==> src/rtl/hsc_tdc_buf.sv <==
// ============================================================================
// Module : hsc_tdc_buf
// Buffer-delay-line TDC: a launched edge is captured across N_TAPS preserved
// buffer taps and reduced to a registered Hamming weight with an aligned valid.
// Option : define HSC_TDC_INT_TOG_EN to drive the toggle source from an
//          internal period-4 counter instead of the pg_tog port.
// Rev    : 1.0  initial release
// ============================================================================
`default_nettype none

module hsc_tdc_buf #(
  parameter int N_TAPS = 127,
  parameter int HW_W   = 7
) (
  input  logic            clk,
  input  logic            rst,
  input  logic            pg_in,
  input  logic            pg_tog,
  input  logic            pg_src,
  input  logic            pg_bypass,
  input  logic            val_in,
  output logic [HW_W-1:0] hw,
  output logic            val_out
);

  logic            tog_src;
  logic            pg_sel;
  logic            pg_d, pg_q;
  logic            launch;
  logic [N_TAPS-1:0] cap_d, cap_q;
  logic [HW_W-1:0] hw_d, hw_q;
  logic [2:0]      val_pipe_d, val_pipe_q;

  // The tap nets model physical buffer stages; they must survive synthesis so
  // each capture flop sees a distinct propagation delay.
  (* keep = "true", dont_touch = "true" *) logic [N_TAPS-1:0] tap;

`ifdef HSC_TDC_INT_TOG_EN
  logic [1:0] tog_cnt_d, tog_cnt_q;
  logic       unused_pg_tog;

  assign unused_pg_tog = pg_tog;
  assign tog_src       = tog_cnt_q[1];

  always_comb begin
    tog_cnt_d = tog_cnt_q + 2'd1;
    if (rst) tog_cnt_d = 2'd0;
  end

  always_ff @(posedge clk) begin
    tog_cnt_q <= tog_cnt_d;
  end
`else
  assign tog_src = pg_tog;
`endif

  assign pg_sel = pg_src ? tog_src : pg_in;
  assign launch = pg_bypass ? pg_sel : pg_q;

  always_comb begin
    tap[0] = launch;
    for (int i = 1; i < N_TAPS; i++) begin
      tap[i] = tap[i-1];
    end
  end

  always_comb begin
    pg_d       = pg_sel;
    cap_d      = tap;
    val_pipe_d = {val_pipe_q[1:0], val_in};
    hw_d       = '0;
    for (int i = 0; i < N_TAPS; i++) begin
      hw_d = hw_d + HW_W'(cap_q[i]);
    end
    if (rst) begin
      pg_d       = 1'b0;
      cap_d      = '0;
      val_pipe_d = 3'b000;
      hw_d       = '0;
    end
  end

  always_ff @(posedge clk) begin
    pg_q       <= pg_d;
    cap_q      <= cap_d;
    hw_q       <= hw_d;
    val_pipe_q <= val_pipe_d;
  end

  // Bypass removes one register from the data path, so tap the valid one earlier.
  assign hw      = hw_q;
  assign val_out = pg_bypass ? val_pipe_q[1] : val_pipe_q[2];

endmodule

`default_nettype wire

==> config.mk <==
export PLATFORM = sky130hd
export DESIGN_NAME = hsc_tdc_buf
export DESIGN_NICKNAME = d
export VERILOG_FILES = /design/src/rtl/hsc_tdc_buf.sv
export SDC_FILE = /design/constraint.sdc
export NUM_CORES = 1
export LEC_CHECK = 0
export ABC_AREA = 1
export CAP_MARGIN = 20
export CORE_ASPECT_RATIO = 0.75
export CORE_UTILIZATION = 50
export DETAILED_ROUTE_END_ITERATION = 7
export PLACE_DENSITY = 0.76
export SYNTH_ARGS = -nofsm -noshare
export SYNTH_HDL_FRONTEND = slang
export SYNTH_SLANG_ARGS = --single-unit
==> constraint.sdc <==
create_clock -name clk -period 0.8 [get_ports clk]
set_input_delay 0.2 -clock clk [delete_from_list [all_inputs] [get_ports clk]]
set_output_delay 0.2 -clock clk [all_outputs]
set_load 0.05 [all_outputs]
==> key figures, run 1 <==
Floorplan
  • Row count: 6
  • Die W: 27.2 um
  • Die height: 20.9 um
  • Initial Utilization: 0.590

Outcome
  • Tool Error: [ERROR PDN-0185] Insufficient width (24.84 um) to add straps on layer met4 in grid "grid" with total strap width 15.2 um and offset 13.6 um.
  • Status: aborted with a tool error
  • Failed at: 2_4_floorplan_pdn

Synth
  • Mapped Cells: 30
  • Post-synth net total: 37
  • Avg Synthesized Cell Area: 7.97 um2
  • Synthesized cell area: 239 um2
  • Synth warn: 0
==> run 2: changes to the inputs <==
- CORE_AREA: not set -> 2 2 63 65
- CORE_ASPECT_RATIO: 0.75 -> not set
- CORE_UTILIZATION: 50 -> not set
- DIE_AREA: not set -> 0 0 65 67
- PLACE_DENSITY: 0.76 -> not set
- PLACE_DENSITY_LB_ADDON: not set -> 0.15
- clock period: 0.8 -> 1 ns (I/O delays scaled with it)
==> key figures, run 2 <==
Synth
  • Avg Synthesized Cell Area: 7.97 um2
  • Mapped Cells: 30
  • Synth warn: 0
  • Synthesized cell area: 239 um2
  • Post-synth net total: 37

Critical path
  • CP Launch Type: flop
  • R2r startpoint: pg_q
  • Crit-path max FO: 1
  • Slowest cell on crit path: dfxtp_2
  • Critical path capture point type: primary output
  • Critical Path AT: 0.87 ns
  • Crit path largest cell delay: 0.31 ns
  • Req. time, crit path: 0.75 ns
  • Reg2Reg Depth: 3
  • R2R Setup Slk: 0.31 ns
  • CP cell instances: nor2_2 -> a21oi_4 -> buf_12
  • Critical path class: flop to primary output
  • Critical R2R Capture: cap_q[0]

Min path
  • Cell count of the worst hold path: 2
  • Worst Hold Launch: cap_q[0]
  • Worst hold path class: flop to flop
  • Worst Hold End: hw[5]

Pwr
  • Leakage: 0.217 nW
  • Worst VDD drop: 554 uV
  • PwrDens: 1520 nW/um2

Timing
  • Fmax: 897 MHz
  • Final setup violation count: 8
  • Final Hold Viols: 0
  • RSZ-0062 raised after global routing: yes
  • Tcrit/Tclk final: 1.12
  • Post-route setup slack: -0.115 ns
  • Slew @ Worst Pin: 0.225 ns
  • Fin crit period: 1.12 ns
  • Slew margin rel.: 0.849
  • Layout Skew: 0.00574 ns
  • Pins over their slew limit: 0

Global routing
  • All-layer global routing usage: 0.0278
  • First-pass GRT wire length: 814 um
  • Initial antenna violation count: 0
  • Largest net degree at the start of global routing: 8
  • Grt total ovfl: 0
  • Vias in the first global route: 195

Clock network
  • CTS tree: done
  • Clk sinks: 6
  • Post-CTS Hold Buffers: 0
  • Clock Root Buffer: clkbuf_8
  • Total CTS buffers: 3
  • Post-CTS setup buffers: 0
  • Worst skew pair latency: 0.22 ns
  • Clock tree buffer depth: 2
  • Clock transition at path regs: 0.04 ns
  • H-tree levels: 1

Final layout
  • Antenna fix cells: 0
  • Max reg flops: 3
  • Area growth, synth to finish: 127%
  • Design area: 542 um2
  • Final nets: 51
  • Final core utilization: 0.150
  • Commonest non-fill, non-tap cell in the layout: buf_12
  • Most frequent cells in the layout: buf_12 (8), nor2_1 (5), clkdlybuf4s50_1 (5)
  • Share of cells above drive strength 1: 0.442
  • Fillers: 402
  • Biggest register: val_pipe_q

Placement
  • PortBufs: 14
  • RePlAce Congestion: 0.531
  • Placed cell areas: 497 um2
  • DPL Wire Length: 426 um

Floorplan
  • Die height: 67 um
  • Die W: 65 um
  • Core Footprint: 3610 um2
  • Die Area: 4360 um2
  • Initial Utilization: 0.0663
  • Row count: 22
  • I/O pin total: 15

Detailed routing
  • Detailed Route Iter0 Violations: 3
  • Drt drc: 0
  • Vias/cell: 2.31
  • Vias: 210
  • Wire per inst: 5.63 um
  • Number of detailed-route iterations in the first pass: 2
  • DRT Wirelength: 512 um
  • Post-DRT Antenna Nets: 0

Outcome
  • Violated checks: negative setup slack
  • Status: complete, but fails checks

Job
  • Max_cap viols: 0
## run 2: report_power, final
part	internal [W]	switching, W
Clock	0.000274	0.000105
Combinational	0.0000906	0.0000866
Sequential	0.000252	0.0000128
Total	0.000617	0.000205
## run 2: timing repair
| action | CTS | global route |
|---|---|---|
| pin swaps | 1 | 1 |
| gates resized for setup | 5 | 2 |
| endpoints found under the setup margin | 9 | 8 |
## run 2: worst max-delay path by stage
| stage | startpoint | to |
|---|---|---|
| 2_1_floorplan | hw[5] | hw[1] |
| 3_3_place_gp | pg_bypass | val_out |
| 3_5_place_dp | pg_bypass | val_out |
| 4_1_cts | val_pipe_q[1] | val_out |
| 5_1_grt | val_pipe_q[1] | val_out |
| 6_report | val_pipe_q[2] | val_out |
## run 2: final cells by class
cell class | instances | area (um2) | share of cell area
multi-input combinational | 13 | 68.8 | 0.127
sequential | 6 | 126 | 0.233
timing repair buffer | 15 | 223 | 0.411
clock buffer | 4 | 45.0 | 0.0831
inverter | 5 | 18.8 | 0.0346
tap | 48 | 60.1 | 0.111
## run 2: critical path: cells and delay by family, from the launching register on
kind	cells	cell delay, ns
AND/OR/NAND/NOR	1	0.14
buffers and inverters	1	0.14
AO/OA/AOI/OAI	1	0.05
flip-flops	1	0.31
## run 2: per-stage QoR
step	setup TNS, ns	std cells	hold WS [ns]	power [W]	setup WS [ns]
finish	-0.865	91	0.389	0.000822	-0.115
detailed placement	-1.02	87	0.384	0.000449	-0.435
CTS	-1.01	91	0.390	0.000841	-0.145
global route	-1.16	91	0.409	0.000867	-0.151
floorplan	0	30	0.312	0.000356	0.0792
global placement	-1.03	87	0.385	0.000448	-0.421
## run 2: per-layer routing
layer | GRT usage | part of all wire | vias up
met2 | 0.0374 | 0.44 | 13
met3 | 0.0287 | 0.16 | 2
met4 | 0.0239 | 0.021 | 0
li1 | - | - | 107
met1 | 0.0232 | 0.38 | 88
met5 | 0 | 0 | -
Power figures use the tool's default switching activity.
